--- src/rtl/armleocpu_mul_signfix_pkg.sv ---
// Shared types for the signed multiply front/back end:
// op encodings, FSM states, data width and the magnitude helper.
package armleocpu_mul_signfix_pkg;

  localparam int DATA_W = 32;
  localparam int PROD_W = 2 * DATA_W;

  // Matches funct3[1:0] of the RISC-V M-extension multiplies
  typedef enum logic [1:0] {
    MUL_OP_MUL    = 2'b00,
    MUL_OP_MULH   = 2'b01,
    MUL_OP_MULHSU = 2'b10,
    MUL_OP_MULHU  = 2'b11
  } mul_op_t;

  typedef enum logic [1:0] {
    ST_IDLE = 2'b00,
    ST_MUL  = 2'b01,
    ST_NEG  = 2'b10,
    ST_RESP = 2'b11
  } mul_state_t;

  // 0x80000000 stays 0x80000000, which is the right unsigned magnitude
  function automatic logic [DATA_W-1:0] magnitude(
    input logic [DATA_W-1:0] v,
    input logic              s
  );
    return s ? (~v + {{(DATA_W-1){1'b0}}, 1'b1}) : v;
  endfunction

endpackage

--- src/rtl/armleocpu_mul_resultsel.sv ---
// Conditional 64-bit two's complement negate followed by hi/lo word select.
// Purely combinational; shared by the NEG and RESP paths.
module armleocpu_mul_resultsel
  import armleocpu_mul_signfix_pkg::*;
(
  input  logic [PROD_W-1:0] value,
  input  logic              neg,
  input  mul_op_t           op,
  output logic [PROD_W-1:0] fixed,
  output logic [DATA_W-1:0] data
);

  localparam logic [PROD_W-1:0] ONE = {{(PROD_W-1){1'b0}}, 1'b1};

  assign fixed = neg ? (~value + ONE) : value;

  always_comb begin
    data = fixed[PROD_W-1:DATA_W];
    unique case (op)
      MUL_OP_MUL: data = fixed[DATA_W-1:0];
      MUL_OP_MULH,
      MUL_OP_MULHSU,
      MUL_OP_MULHU: data = fixed[PROD_W-1:DATA_W];
      default: data = fixed[PROD_W-1:DATA_W];
    endcase
  end

endmodule

--- src/rtl/armleocpu_mul_signfix.sv ---
// Signed wrapper around an unsigned 32x32->64 multiplier (MUL/MULH/MULHSU/MULHU).
// Define ARMLEOCPU_MUL_ZERO_BYPASS_EN to skip the multiplier on a zero operand.
module armleocpu_mul_signfix
  import armleocpu_mul_signfix_pkg::*;
#(
  parameter int NEG_STAGE = 1
)(
  input  logic              clk,
  input  logic              rst,
  input  logic              req_valid,
  output logic              req_ready,
  input  logic [1:0]        req_op,
  input  logic [DATA_W-1:0] req_rs1,
  input  logic [DATA_W-1:0] req_rs2,
  output logic              mult_valid,
  output logic [DATA_W-1:0] mult_factor0,
  output logic [DATA_W-1:0] mult_factor1,
  input  logic              mult_ready,
  input  logic [PROD_W-1:0] mult_result,
  output logic              resp_valid,
  input  logic              resp_ready,
  output logic [DATA_W-1:0] resp_data
);

  mul_state_t        state;
  mul_state_t        state_nxt;
  mul_op_t           op_in;
  mul_op_t           op_q;
  logic              neg_q;
  logic [DATA_W-1:0] mag_a;
  logic [DATA_W-1:0] mag_b;
  logic [PROD_W-1:0] product;
  logic              sign_a;
  logic              sign_b;
  logic              accept;
  logic              zero_ops;
  logic [PROD_W-1:0] sel_value;
  logic              sel_neg;
  logic [PROD_W-1:0] sel_fixed;
  logic [DATA_W-1:0] sel_data;

  assign op_in  = mul_op_t'(req_op);
  assign accept = (state == ST_IDLE) && req_valid;

  always_comb begin
    sign_a = 1'b0;
    sign_b = 1'b0;
    unique case (1'b1)
      (op_in == MUL_OP_MUL),
      (op_in == MUL_OP_MULH): begin
        sign_a = req_rs1[DATA_W-1];
        sign_b = req_rs2[DATA_W-1];
      end
      (op_in == MUL_OP_MULHSU): begin
        sign_a = req_rs1[DATA_W-1];
      end
      default: begin
        sign_a = 1'b0;
        sign_b = 1'b0;
      end
    endcase
  end

`ifdef ARMLEOCPU_MUL_ZERO_BYPASS_EN
  assign zero_ops = (req_rs1 == '0) || (req_rs2 == '0);
`else
  assign zero_ops = 1'b0;
`endif

  always_comb begin
    state_nxt = state;
    unique case (state)
      ST_IDLE: begin
        if (req_valid) begin
          state_nxt = zero_ops ? ST_RESP : ST_MUL;
        end
      end
      ST_MUL: begin
        if (mult_ready) begin
          state_nxt = (NEG_STAGE != 0) ? ST_NEG : ST_RESP;
        end
      end
      ST_NEG: begin
        state_nxt = ST_RESP;
      end
      ST_RESP: begin
        if (resp_ready) begin
          state_nxt = ST_IDLE;
        end
      end
      default: begin
        state_nxt = ST_IDLE;
      end
    endcase
  end

  always_ff @(posedge clk or posedge rst) begin
    if (rst) begin
      state <= ST_IDLE;
    end else begin
      state <= state_nxt;
    end
  end

  // The raw product passes through the selector while in MUL;
  // otherwise the selector sees the stored product.
  assign sel_value = (state == ST_MUL) ? mult_result : product;

  if (NEG_STAGE != 0) begin : g_neg_stage
    assign sel_neg = neg_q && (state == ST_NEG);
  end else begin : g_neg_inline
    assign sel_neg = neg_q && (state == ST_MUL);
  end

  armleocpu_mul_resultsel u_resultsel (
    .value (sel_value),
    .neg   (sel_neg),
    .op    (op_q),
    .fixed (sel_fixed),
    .data  (sel_data)
  );

  always_ff @(posedge clk or posedge rst) begin
    if (rst) begin
      op_q    <= MUL_OP_MUL;
      neg_q   <= 1'b0;
      mag_a   <= '0;
      mag_b   <= '0;
      product <= '0;
    end else begin
      if (accept) begin
        op_q  <= op_in;
        neg_q <= sign_a ^ sign_b;
        mag_a <= magnitude(req_rs1, sign_a);
        mag_b <= magnitude(req_rs2, sign_b);
        if (zero_ops) begin
          product <= '0;
        end
      end
      if ((state == ST_MUL) && mult_ready) begin
        product <= sel_fixed;
      end
      if (state == ST_NEG) begin
        product <= sel_fixed;
      end
    end
  end

  assign req_ready    = (state == ST_IDLE);
  assign mult_valid   = (state == ST_MUL);
  assign mult_factor0 = mag_a;
  assign mult_factor1 = mag_b;
  assign resp_valid   = (state == ST_RESP);
  assign resp_data    = resp_valid ? sel_data : '0;

endmodule

--- config.mk ---
export PLATFORM = sky130hd
export DESIGN_NAME = armleocpu_mul_signfix
export DESIGN_NICKNAME = d
export VERILOG_FILES = /design/src/rtl/armleocpu_mul_signfix_pkg.sv /design/src/rtl/armleocpu_mul_resultsel.sv /design/src/rtl/armleocpu_mul_signfix.sv
export SDC_FILE = /design/constraint.sdc
export NUM_CORES = 1
export LEC_CHECK = 0
export BUFFER_PORTS_ARGS = -buffer_cell sky130_fd_sc_hd__buf_2
export CORE_ASPECT_RATIO = 1.5
export CORE_MARGIN = 2
export CORE_UTILIZATION = 50
export DETAILED_ROUTE_END_ITERATION = 8
export PLACE_DENSITY = 0.76
export SLEW_MARGIN = 10
export SYNTH_ARGS = -nofsm -noshare
export SYNTH_HDL_FRONTEND = slang
export SYNTH_HIERARCHICAL = 1
export SYNTH_SLANG_ARGS = --single-unit
--- constraint.sdc ---
create_clock -name clk -period 4.71 [get_ports clk]
set_input_delay 0.942 -clock clk [delete_from_list [all_inputs] [get_ports clk]]
set_output_delay 0.942 -clock clk [all_outputs]
set_load 0.03 [all_outputs]
* Word-level counts from Yosys, hierarchy flattened *
Cells that the tools add are included.

word-level totals
  register bits = 133
  bits in latches = 0
  bits in writable memories = 0
  memory bits (read-only) = 0
  bits of input ports = 135
  word-level logic and storage cells = 49
  memories kept = 0

cells by class
  $add $sub $neg = 3
  multiply operators = 0
  div/mod/pow operators = 0
  magnitude comparators = 0
  equal/unequal tests = 11
  shifts and indexed selects = 0
  multiplexer cells = 14
  bitwise gates (word level) = 4
  reduce and logical (&&, ||, !) cells = 11

operators by type and width
  cell                                                                      number
  64-bit 2-to-1 mux                                                         4
  32-bit 2-to-1 mux                                                         3
  32-bit by 1-bit adder with 32-bit output (second input constant)          2
  64-bit by 1-bit adder with 64-bit output (second input constant)          1
  32-bit NOT                                                                2
  64-bit NOT                                                                1
  32-bit one-hot mux with 2 select lines                                    1
  2-bit == test (second input constant)                                     5
  2-bit one-hot mux with 4 select lines                                     1
  2-bit by 1-bit == test with 1-bit output (second input constant)          3
  2-bit zero test                                                           3
  2-bit 2-to-1 mux                                                          3
  3-bit OR reduction                                                        2
  2-bit by 1-bit inequality test with 1-bit output (second input constant)  2
  1-bit logical AND                                                         3
  3-bit AND reduction                                                       1
  1-bit 2-to-1 mux                                                          2
  2-bit inequality test (second input constant)                             1
  2-bit nonzero test                                                        1
  2-bit OR reduction                                                        1
  1-bit bitwise XOR                                                         1

* Longest topological paths before layout *
Gate-level depths: netlist of run 1.

  word-level depth = 7
  mapped depth = 14

* Modules after synthesis *
The synthesis of run 1 kept the hierarchy.

by module, submodules not included
  module                   instances  cells an instance  area each (µm²)  sequential area each (µm²)
  armleocpu_mul_signfix    1          713                7352.1           3328.2
  armleocpu_mul_resultsel  1          319                2232.1           0.0

* Least setup slack after synthesis of run 1 *
OpenSTA, ideal clock, no wires.

  kind = flip-flop to output port
  from = register state[1]
  to = output port resp_data[27]
  arrival = 4.120 ns
  path slack = -0.352 ns
  stages on the path, launching flop included = 14
  cells stage by stage = dfrtp_1 > inv_1 > ha_1 > clkbuf_1 > clkbuf_1 > mux2_2 > or4_1 > buf_2 > nor3_1 > nor3b_2 > nand3_1 > a32o_1 > a211oi_1 > and2_1

on the way
  longest elaborated chain between the ends = 7
  elaborated cells on any way between the ends = 10
  those cells by class = add/sub: 1; eq/ne: 3; mux: 4; bitwise: 1; reduce/logical: 1

RTL lines
  what                                      line                           source
  start, declared                           armleocpu_mul_signfix.sv:25    mul_state_t state;
  start signal, assigned                    armleocpu_mul_signfix.sv:101   state <= state_nxt;
  2-bit by 1-bit == test with 1-bit output  -
  named net mult_valid                      armleocpu_mul_signfix.sv:15    output logic mult_valid,
  64-bit 2-to-1 mux                         armleocpu_mul_signfix.sv:107   assign sel_value = (state == ST_MUL) ? mult_result : product;
  named net sel_value[16]                   armleocpu_mul_signfix.sv:37    logic [PROD_W-1:0] sel_value;
  64-bit NOT                                armleocpu_mul_resultsel.sv:15  assign fixed = neg ? (~value + ONE) : value;
  64-bit by 1-bit adder with 64-bit output  armleocpu_mul_resultsel.sv:15
  64-bit 2-to-1 mux                         armleocpu_mul_resultsel.sv:15
  32-bit one-hot mux with 2 select lines    armleocpu_mul_resultsel.sv:19  unique case (op)
  named net sel_data[27]                    armleocpu_mul_signfix.sv:40    logic [DATA_W-1:0] sel_data;
  32-bit 2-to-1 mux                         armleocpu_mul_signfix.sv:154   assign resp_data = resp_valid ? sel_data : '0;
  end, declared                             armleocpu_mul_signfix.sv:22    output logic [DATA_W-1:0] resp_data

The timed path passes the listed nets, and every way through them passes these cells.

* Final worst setup path of run 1 *
  from = register state[1]
  to = output port resp_data[15]

on the way
  longest elaborated chain between the ends = 7
  elaborated cells on any way between the ends = 10
  those cells by class = add/sub: 1; eq/ne: 3; mux: 4; bitwise: 1; reduce/logical: 1

RTL lines
  what                                      line                           source
  2-bit by 1-bit == test with 1-bit output  armleocpu_mul_signfix.sv:107
  64-bit 2-to-1 mux                         armleocpu_mul_signfix.sv:107
  named net sel_value[24]                   armleocpu_mul_signfix.sv:37
  64-bit NOT                                armleocpu_mul_resultsel.sv:15
  64-bit by 1-bit adder with 64-bit output  armleocpu_mul_resultsel.sv:15
  64-bit 2-to-1 mux                         armleocpu_mul_resultsel.sv:15
  named net sel_fixed[47]                   armleocpu_mul_signfix.sv:39    logic [PROD_W-1:0] sel_fixed;
  32-bit one-hot mux with 2 select lines    armleocpu_mul_resultsel.sv:19
  named net sel_data[15]                    armleocpu_mul_signfix.sv:40
  32-bit 2-to-1 mux                         armleocpu_mul_signfix.sv:154

The timed path passes the listed nets, and every way through them passes these cells.

==> results.md, run 1 <==
- Residual DRC: 0
- Clock skew: about 0.0093 ns
- Status: finished with violations
- Reg clk slew, reported paths: around 0.060 ns
- Post-synth EDFFs: 0
- Synth Area in Adders: 0.01044
- HPWL after detailed placement: about 21,000 µm
- #FFs+latches synth: between 100 and 150
- Register Area: 0.003328 mm²
- Worst path slowest cell: dfrtp_1
- Routability cong.: 0.9863
- Synth Area in Simple Gates: 0.1940
- Layout cells sized above 1: 0.4874
- Core Area: ~0.019 mm²
- Clk buf depth: 2
- Drt initial violations: ~670
- Area Growth Syn to Fin: 39.12%
- Fmax: 199.8 MHz
- Final hold vios: 0
- Failing checks: setup timing
- Final Critical Period: approximately 5 ns
- CTS Hold Buffers Added: 0
- Final slew viol count: 0
- Max_slew headroom: 0.2627
- Synth Net Count: ~1,200
- Worst path arrival time: 4.06 ns
- Yosys cell types: 61
- Crit path max-delay family: simple AND/OR/NAND/NOR gates
- Compound-cell area share of the yosys netlist: 0.1211
- RSZ-0062 raised after global routing: yes
- ANT nets after route: 0
- Met3 usage: 0.07308
- Number of max-cap violations: 0
- Die Width: approximately 120 µm
- H-tree depth: 4
- GRT Total Usage: 0.3057
- Mean number of vias per cell: ~6
- Largest net degree at the start of global routing: around 130
- CTS sink cnt: 133
- FP Rows: 62
- Hold Path Class: reg2reg
- Fin Setup TNS: -3.606 ns
- Crit Path Category: reg2out
- Crit path buffers/inverters: 6
- Post-Syn Area: 0.009584 mm²
- Final core occ: 0.7016
- CTS root buffer: clkbuf_16
- GR peak layer: met2
- CTS Buf Count: 17
- Drt total wl: approximately 33,000 µm
- Proportion of synthesized chip area in sequential cells: 0.3473
- Synth Area in XOR/XNOR: 0.1078
- Drt wl/cell: a little over 20 µm
- CTS tree: done
- Max Fanout on Critical Path: 7
- Via count: approximately 9,700
- Top FF cell, synth: dfrtp_1
- Worst-Margin Slew: between 1 and 1.5 ns
- Drt first pass iters: 6
- Largest family of logic cells by synthesized area: simple AND/OR/NAND/NOR gates
- Die Y-Extent: ~170 µm
- Global Route met1 Usage: 0.3199
- CP peak stage delay: around 0.40 ns
- Post-route setup slack: -0.2940 ns
- Global-route wire length before repair: approximately 48,000 µm
- Worst vdd ir: about 0.37 mV
- Mapped Cells: around 1,000
- Worst-Skew Late Latency: ~0.42 ns
- Initial antenna violation count: 3
- # IOs: approximately 230
- Starting Density: 0.5043
- Pre-CTS WS: -0.1191 ns
- Pwr Density: between 700 and 800 mW/mm²
- Tcrit/Tclk final: 1.062
- Syn_area_per_cell: approximately 9.3 µm²
- Yosys Warn Count: 6
- R2R setup slack: -0.12 ns
- LEAKAGE: slightly below 6 nW
- Port bufs: 233
- Cell Chain, Critical Path: inv_2 -> ha_4 -> buf_12 -> buf_8 -> mux2_4 -> buf_4 -> buf_4 -> or2_2 -> nor3_1 -> nand4_1 -> o41ai_2 -> xnor2_1 -> mux2_2 -> and2_1 -> buf_2
- Die ar.: slightly above 0.02 mm²
- Post-synth ARST share: 1.000
- Post-synthesis mux area share: 0.1832
- WP data required: approximately 3.8 ns
- Multi-input logic area: 0.006661 mm²
- Setup crit end kind: output port
- GRT overflow: 0
- Final setup viols: 30
- Fillers: 1,353
- Vias in the first global route: approximately 9,500
- Nets: approximately 1,500
- GR Util met2: 0.5523
- Critical path startpoint category: register
- Top cell by count, worst path: buf_4
[stage by stage]
step | cell area (µm²) | power [mW] | hold slack, ns | cells
2_1_floorplan | 9593 | 6.017 | 0.4424 | 1032
3_3_place_gp | 11350 | 7.471 | 0.4579 | 1519
3_5_place_dp | 11350 | 7.610 | 0.4652 | 1519
4_1_cts | 12890 | 9.805 | 0.4784 | 1589
5_1_grt | 13330 | 10.93 | 0.4949 | 1602
6_report | 13330 | 10.40 | 0.4705 | 1603
[registers in the layout, indices dropped and copies added (netlist names)]
name / cells
mult_factor0: 32
mult_factor1: 32
neg_q: 1
op_q: 2
product: 64
state: 2
[kinds of logic (layout without fill, tap and decap cells)]
logic type,count (synthesis),count (layout)
compound gates,182,182
fa+ha+maj,8,8
xor+xnor,118,118
other cells,0,1
flops,133,133
simple gates,349,349
mux,156,156
buf+inv,86,400
[layout make-up]
cell class              count  share of cell area
clock buffers              19             0.03322
multi-input cells         813              0.4996
repair buffers            349              0.1743
inverters                  19            0.005536
flip-flops and latches    133              0.2496
clock inverters            13             0.01361
diodes                      1           0.0001877
well taps                 256             0.02402
[synthesized netlist by cell type (all sizes together) (8+ instances only)]
cell type	number	area (µm²)
nand2	110	412.9
nor2	49	183.9
ha	8	100.1
a21oi	20	100.1
dfrtp	133	3328
o21ai	86	430.4
o31ai	24	200.2
clkbuf	57	214.0
nand4	9	62.56
xor2	24	210.2
or2	10	62.56
a31oi	24	150.1
inv	18	67.56
mux2	155	1745
nor4	21	173.9
xnor2	94	823.3
o41ai	14	163.9
and2	39	244.0
buf	10	61.31
nand3	12	60.06
or3	12	75.07
nor3	42	215.2
or4	21	161.4
[metal layers]
layer,vias up,share of wire
met2,568,0.52
met4,4,0.068
met3,180,0.075
met1,4596,0.34
li1,4320,-
met5,-,0.00071
[path summary, 6_finish.rpt]
kind / from / to / depth (start not counted)
setup / recovery: state[1] / resp_data[15] / 15
hold / removal: mult_factor1[7] / mult_factor1[7] / 2
setup reg to reg: state[1] / product[45] / 24
hold reg to reg: mult_factor1[7] / mult_factor1[7] / 2
max in group asynchronous: rst / product[2] / 3
min in group asynchronous: rst / mult_factor1[14] / 2
[worst reg2reg max path, cell delays in order, from the launching register on]
cell and delay (ns):
dfrtp_1 0.40, inv_2 0.09, ha_4 0.18, buf_12 0.16
mux2_2 0.37, or4_4 0.58, nor4_4 0.33, nand4_4 0.22
buf_6 0.18, o41ai_4 0.25, xnor2_2 0.11, buf_4 0.14
buf_4 0.12, buf_4 0.12, buf_4 0.12, buf_4 0.12
buf_4 0.13, buf_4 0.12, buf_4 0.12, buf_4 0.12
buf_4 0.12, buf_4 0.12, buf_4 0.12, buf_4 0.12
mux2_2 0.26
[cell usage in the layout, fill, tap and decap left out, types with 6 or more instances in the layout]
master	Yosys	routed
or2_2	9	8
and2_1	39	29
o31ai_1	20	15
xnor2_1	94	81
nand4_1	8	8
buf_6	2	31
a31oi_1	24	24
or4_4	1	12
nor3_1	41	30
or4_1	20	9
nor3_4	0	6
inv_1	18	14
nor4_4	2	6
a21oi_1	20	19
ha_1	8	6
nor3_2	1	6
nor4_1	17	14
dfrtp_1	133	133
nor2_1	49	45
nand3_1	12	7
mux2_4	0	15
buf_4	1	96
xor2_1	24	24
clkbuf_16	0	17
o21ai_0	83	73
and2_4	0	8
xnor2_2	0	12
nand2_1	110	106
mux2_2	155	140
buf_2	4	211
or3_1	12	10
[timing repair]
item,in CTS,in global routing
gates resized for setup,133,73
gates cloned,2,0
pin swaps,33,28
endpoints found under the setup margin,32,33
buffers inserted,37,14
[report_power, final]
| part | switching [mW] | leakage (nW) | total (mW) | internal [mW] |
|---|---|---|---|---|
| Clock | 0.519 | 0.303 | 1.42 | 0.898 |
| Combinational | 3.80 | 3.87 | 6.95 | 3.14 |
| Sequential | 0.301 | 1.62 | 2.04 | 1.73 |
No activity file was read; power rests on OpenSTA's default activity.
==> run 2, diff against run 1 <==
--- a/config.mk
+++ b/config.mk
@@ -8,9 +8,9 @@
 export BUFFER_PORTS_ARGS = -buffer_cell sky130_fd_sc_hd__buf_2
 export CORE_ASPECT_RATIO = 1.5
 export CORE_MARGIN = 2
-export CORE_UTILIZATION = 50
+export CORE_UTILIZATION = 59
 export DETAILED_ROUTE_END_ITERATION = 8
-export PLACE_DENSITY = 0.76
+export PLACE_DENSITY = 0.85
 export SLEW_MARGIN = 10
 export SYNTH_ARGS = -nofsm -noshare
 export SYNTH_HDL_FRONTEND = slang
==> constraint.sdc (replaced) <==
create_clock -name clk -period 6.44 [get_ports clk]
set_input_delay 1.288 -clock clk [delete_from_list [all_inputs] [get_ports clk]]
set_output_delay 1.288 -clock clk [all_outputs]
set_load 0.03 [all_outputs]
==> run 2 against run 1 <==
  * The flow now finishes without violations
  * Via count down 10%
  * Final area down 14%
  * Utilization up 1.2 points
  * Highest routed layer unchanged
==> results.md, run 2 (synthesis gave the netlist of run 1 again) <==
- Port bufs: 233 (unchanged)
- FP Rows: 57 (-8.1%)
- Clock skew: 0.01143 ns (+0.002159 ns)
- Drt first pass iters: 4 (-2)
- Status: finished clean
- Final Critical Period: 6.115 ns
- Layout cells sized above 1: 0.3692 (-0.1181)
- Fmax: between 150 and 200 MHz
- Final setup viols: 0 (-100%)
- Vias in the first global route: 8,711 (-8.2%)
- Routability cong.: 0.9815 (-0.49%)
- Tcrit/Tclk final: 0.9496
- Setup crit end kind: output port
- Die Width: 108.1 µm (-7.7%)
- Drt total wl: 26,950 µm (-17%)
- Worst-Skew Late Latency: 0.42 ns (about the same)
- Crit path buffers/inverters: 3 (-3)
- Worst vdd ir: 0.3027 mV (-17%)
- Reg2reg path depth: 11 (-54%)
- Mean number of vias per cell: 6.031 (about the same)
- Crit path max-delay family: simple AND/OR/NAND/NOR gates
- CTS Hold Buffers Added: 0 (unchanged)
- Largest Register: product
- CP peak stage delay: 0.69 ns (+0.29 ns)
- Worst r2r dst: product[33]
- CTS Buf Count: 17 (unchanged)
- LEAKAGE: 4.888 nW (-16%)
- ANT nets after route: 0 (unchanged)
- Drt initial violations: 454 (-32%)
- CTS sink cnt: 133 (unchanged)
- Max reg flops: 64 (unchanged)
- HPWL after detailed placement: 20,040 µm (-4.3%)
- Global-route wire length before repair: 42,930 µm (-11%)
- H-tree depth: 4 (unchanged)
- DP Area: 0.01081 mm² (-4.8%)
- Worst path slowest cell: nor4b_2
- RSZ-0062 raised after global routing: no
- GRT Total Usage: 0.3160 (+0.01035)
- Fin Setup TNS: 0 ns (+3.606 ns)
- CP Launch Point: state[1]
- Largest net degree at the start of global routing: 132 (unchanged)
- GRT overflow: 0 (unchanged)
- R2R setup slack: 2.17 ns (+2.29 ns)
- CTS tree: done
- Worst-Margin Slew: 1.123 ns (+0.01710 ns)
- WP data required: 5.15 ns (+1.38 ns)
- Initial antenna violation count: 3 (unchanged)
- Nets: 1,365 (-7.5%)
- Reg-to-Reg Start: state[1]
- Number of max-cap violations: 0 (unchanged)
- Pwr Density: 559.1 mW/mm² (-28%)
- Area Growth Syn to Fin: 19.44%
- Most frequent cells in the layout: buf_2 (233), mux2_2 (155), dfrtp_1 (133)
- Hold Path Class: reg2reg
- Commonest non-fill, non-tap cell in the layout: buf_2
- Drt wl/cell: 18.69 µm (-8.2%)
- Final hold vios: 0 (unchanged)
- Die ar.: 0.01730 mm² (-15%)
- Max Fanout on Critical Path: 27 (+20)
- Core Area: 0.01605 mm² (-16%)
- Critical Path Sink: resp_data[27]
- Post-Layout Inst Area: 0.01145 mm² (-14%)
- CTS root buffer: clkbuf_16
- Cell Chain, Critical Path: inv_1 -> ha_4 -> buf_12 -> mux2_2 -> nor3_1 -> nand4_1 -> nor4b_2 -> nand3_1 -> a32o_1 -> a211oi_1 -> and2_1 -> buf_2
- Worst path arrival time: 4.83 ns (+0.77 ns)
- Residual DRC: 0 (unchanged)
- Starting Density: 0.5973 (+0.09299)
- Crit Path Category: reg2out
- Reg clk slew, reported paths: 0.06 ns (about the same)
- # IOs: 234 (unchanged)
- Via count: 8,697 (-10%)
- Max_slew headroom: 0.2513 (-0.01140)
- Worst hold start: mult_factor1[15]
- Die Y-Extent: 160.1 µm (-7.8%)
- Critical path startpoint category: register
- Clk buf depth: 2 (unchanged)
- Final slew viol count: 0 (unchanged)
- Cell count along the critical path: 12 (-3)
==> run 2: worst min-delay path by stage <==
stage,depth (start not counted),to
3_5_place_dp,2,mult_factor1[12]
2_1_floorplan,2,neg_q
6_report,2,mult_factor1[15]
4_1_cts,2,mult_factor1[15]
3_3_place_gp,2,mult_factor0[26]
5_1_grt,2,mult_factor0[21]
==> run 2: worst register-to-register path, cell delays in order (launching register included) <==
cell and delay [ns]:
dfrtp_1 0.40, inv_1 0.16, ha_4 0.44, buf_12 0.26
mux2_2 0.41, nor3_1 0.54, and4_1 0.41, nand4_2 0.45
nor3_1 0.58, nor2_1 0.10, xor2_1 0.16, mux2_2 0.26
==> run 2: per-layer routing <==
metal	routed length, µm	part of all wire	global-route usage
met1	9720	0.36	0.3372
met2	14250	0.53	0.5652
met3	1746	0.065	0.09061
met4	1214	0.045	0.1451
met5	17	0.00063	0
==> run 2: what timing repair did <==
action	CTS	global route
resized for setup	0	1
endpoints found under the setup margin	0	9
setup buffers	0	0
hold endpoints to repair	0	0
==> run 2: final cells by class <==
| cell class | instances | area [µm²] |
|---|---|---|
| Multi-Input combinational cell | 813 | 5942 |
| Inverter | 19 | 73.82 |
| Fill cell | 1267 | 4599 |
| Timing Repair Buffer | 238 | 1216 |
| Clock buffer | 18 | 429.2 |
| Sequential cell | 133 | 3328 |
| Clock inverter | 14 | 197.7 |
| Tap cell | 206 | 257.7 |
| Antenna cell | 1 | 2.502 |
==> run 2: power by group <==
group          total [mW]  internal (mW)  switching, mW
Combinational        3.87           1.60           2.28
Sequential           1.48           1.27          0.210
Clock                1.05          0.652          0.395
==> run 2: stage by stage <==
step | power (mW) | utilization | hold WS (ns) | setup WS (ns) | instances
2_1_floorplan | 4.395 | - | 0.4424 | 1.032 | 1032
3_3_place_gp | 5.203 | 0.6735 | 0.4560 | 0.7801 | 1409
3_5_place_dp | 5.319 | 0.6735 | 0.4646 | 0.6402 | 1409
4_1_cts | 6.389 | 0.7126 | 0.4782 | 0.1584 | 1441
5_1_grt | 6.798 | 0.7132 | 0.5023 | 0.07788 | 1441
6_report | 6.400 | 0.7134 | 0.4715 | 0.3246 | 1442
==> run 3, diff against run 2 <==
--- a/config.mk
+++ b/config.mk
@@ -6,11 +6,13 @@
 export NUM_CORES = 1
 export LEC_CHECK = 0
 export BUFFER_PORTS_ARGS = -buffer_cell sky130_fd_sc_hd__buf_2
+export CELL_PAD_IN_SITES_DETAIL_PLACEMENT = 1
+export CELL_PAD_IN_SITES_GLOBAL_PLACEMENT = 1
 export CORE_ASPECT_RATIO = 1.5
 export CORE_MARGIN = 2
-export CORE_UTILIZATION = 59
+export CORE_UTILIZATION = 44
 export DETAILED_ROUTE_END_ITERATION = 8
-export PLACE_DENSITY = 0.85
+export PLACE_DENSITY = 0.84
 export SLEW_MARGIN = 10
 export SYNTH_ARGS = -nofsm -noshare
 export SYNTH_HDL_FRONTEND = slang
==> run 3 against run 2 <==
  * Global-route usage is 3.9 points lower
  * Die area is 33% higher
  * Total power is 1.5% higher
  * Hold slack better by 0.0051 ns
  * Clock skew is 0.0021 ns lower
  * Largest cell class unchanged
  * Highest routed layer unchanged
==> results.md, run 3 (synthesis gave the netlist of run 1 again) <==
- Drt wl/cell: 20.84 µm (+12%)
- Worst-Margin Slew: 1.156 ns (+0.03327 ns)
- Worst path arrival time: 4.91 ns (+0.08 ns)
- Global-route wire length before repair: 50,650 µm (+18%)
- Top cell by count, worst path: mux2_2
- Setup crit end kind: output port
- Number of max-cap violations: 0 (unchanged)
- Die Y-Extent: 184.8 µm (+15%)
- # IOs: 234 (unchanged)
- Layout cells sized above 1: 0.3731 (+0.003855)
- Critical path startpoint category: register
- Combinational share of power: 0.614 (+0.009)
- GRT overflow: 0 (unchanged)
- CTS sink cnt: 133 (unchanged)
- Final slew viol count: 0 (unchanged)
- Largest net degree at the start of global routing: 132 (unchanged)
- Drt total wl: 31,560 µm (+17%)
- Max_slew headroom: 0.2291 (-0.02218)
- LEAKAGE: 4.904 nW (+0.33%)
- Vias in the first global route: 9,433 (+8.3%)
- RSZ-0062 raised after global routing: no
- Drt first pass iters: 4 (unchanged)
- Fin Setup TNS: 0 ns (unchanged)
- Die Width: 124.5 µm (+15%)
- GR Util met2: 0.5305 (-0.03469)
- Mean number of vias per cell: 5.754 (-4.6%)
- Worst path slowest cell: o41ai_1
- Initial antenna violation count: 1 (-2)
- H-tree depth: 4 (unchanged)
- FP Rows: 66 (+16%)
- Met3 usage: 0.06851 (-0.02211)
- GRT Total Usage: 0.2774 (-0.03867)
- PostCTS Resize Cnt: 0 (unchanged)
- Starting Density: 0.4447 (-0.1526)
- Final hold vios: 0 (unchanged)
- Fmax: 161.4 MHz (-1.3%)
- CTS root buffer: clkbuf_16
- Tcrit/Tclk final: 0.9620 (+0.01237)
- Largest Register: product
- Hold Slack: 0.4765 ns (+0.005079 ns)
- Worst-Skew Late Latency: 0.44 ns (+0.02 ns)
- Switch share: 0.4600 (+0.009830)
- Max Fanout on Critical Path: 28 (+3.7%)
- Clock power frac: 0.158 (-0.006)
- Clock skew: 0.009372 ns (-0.002062 ns)
- Psw: 2.989 mW (+3.7%)
- DP Area: 0.01094 mm² (+1.2%)
- Post-CTS Setup Bufs: 0 (unchanged)
- Final Critical Period: 6.195 ns (+0.07966 ns)
- Port bufs: 233 (unchanged)
- Commonest non-fill, non-tap cell in the layout: buf_2
- Nets: 1,371 (+0.44%)
- Hold Path Class: reg2reg
- Sequential power share: 0.228 (-0.003)
- Via count: 8,711 (+0.16%)
- Clk buf depth: 2 (unchanged)
- Worst vdd ir: 0.3094 mV (+2.2%)
- R2R setup slack: 2.15 ns (-0.02 ns)
- Most frequent cells in the layout: buf_2 (233), mux2_2 (155), dfrtp_1 (133)
- GR peak layer: met2
- Residual DRC: 0 (unchanged)
- Global Route met1 Usage: 0.2880 (-0.04924)
- Status: finished clean
- WP data required: 5.15 ns (about the same)
- Crit Path Category: reg2out
- Die ar.: 0.02300 mm² (+33%)
- Post-Layout Inst Area: 0.01156 mm² (+0.98%)
- CP peak stage delay: 0.63 ns (-0.06 ns)
- Drt initial violations: 310 (-32%)
- CTS Buf Count: 17 (unchanged)
- Routability cong.: 0.9119 (-7.1%)
- HPWL after detailed placement: 23,620 µm (+18%)
- Reg clk slew, reported paths: 0.06 ns (about the same)
- Max reg flops: 64 (unchanged)
- Pwr Density: 562.1 mW/mm² (+0.54%)
- Internal: 3.509 mW (-0.29%)
- Core Area: 0.02155 mm² (+34%)
- Cell Chain, Critical Path: inv_1 -> ha_4 -> buf_12 -> mux2_2 -> nor3_1 -> and4_1 -> nand4_2 -> o41ai_1 -> xnor2_1 -> mux2_2 -> and2_1 -> buf_2
- CTS Hold Buffers Added: 0 (unchanged)
- CTS tree: done
- ANT nets after route: 0 (unchanged)
- Area Growth Syn to Fin: 20.61%
- Final setup viols: 0 (unchanged)
- Fillers: 2,525 (+99%)
==> run 3: critical path, delay by kind of cell (launching register included) <==
family          cells  cell delay [ns]
fa+ha+maj           1             0.42
flops               1             0.40
compound gates      1             0.63
mux                 2             0.70
xor+xnor            1             0.19
simple gates        4             1.52
buf+inv             3             0.59
==> run 3: per-layer routing <==
| layer | wire length, µm | part of all wire |
|---|---|---|
| met3 | 1821 | 0.058 |
| met2 | 17110 | 0.54 |
| met1 | 11590 | 0.37 |
| met5 | 16 | 0.00051 |
| met4 | 1022 | 0.032 |
==> run 3: per-stage QoR <==
step | power, mW | instances | setup WS (ns) | utilization
2_1_floorplan | 4.395 | 1032 | 1.032 | -
3_3_place_gp | 5.286 | 1481 | 0.7088 | 0.5075
3_5_place_dp | 5.453 | 1481 | 0.5493 | 0.5075
4_1_cts | 6.517 | 1513 | 0.06249 | 0.5358
5_1_grt | 6.926 | 1513 | 0.03915 | 0.5362
6_report | 6.498 | 1514 | 0.2450 | 0.5363
==> run 3: path summary, 6_finish.rpt <==
check / startpoint / endpoint / depth (start not counted)
max in group asynchronous: rst / product[0] / 3
min in group asynchronous: rst / mult_factor1[8] / 2
worst min register to register: mult_factor0[22] / mult_factor0[22] / 2
worst min-delay path: mult_factor0[22] / mult_factor0[22] / 2
worst max-delay path: state[1] / resp_data[3] / 12
worst max register to register: state[1] / product[35] / 10
==> run 3: cell type report <==
type / instances / area [µm²] / area share
Inverter: 19 / 76.32 / 0.006602
Antenna cell: 1 / 2.502 / 0.0002165
Multi-Input combinational cell: 813 / 5942 / 0.5140
Timing Repair Buffer: 244 / 1261 / 0.1091
Sequential cell: 133 / 3328 / 0.2879
Clock inverter: 13 / 156.4 / 0.01353
Clock buffer: 19 / 452.9 / 0.03918
Tap cell: 272 / 340.3 / 0.02944
==> run 3: power groups by stage <==
| stage | Combinational [mW] | Clock [mW] | Sequential, mW |
|---|---|---|---|
| after detailed placement | 3.96 | 0 | 1.49 |
| after floorplan | 2.58 | 0 | 1.82 |
| final | 3.99 | 1.02 | 1.48 |
| after CTS | 3.99 | 1.04 | 1.48 |
| after global routing | 4.31 | 1.08 | 1.54 |
| after global placement | 3.83 | 0 | 1.46 |
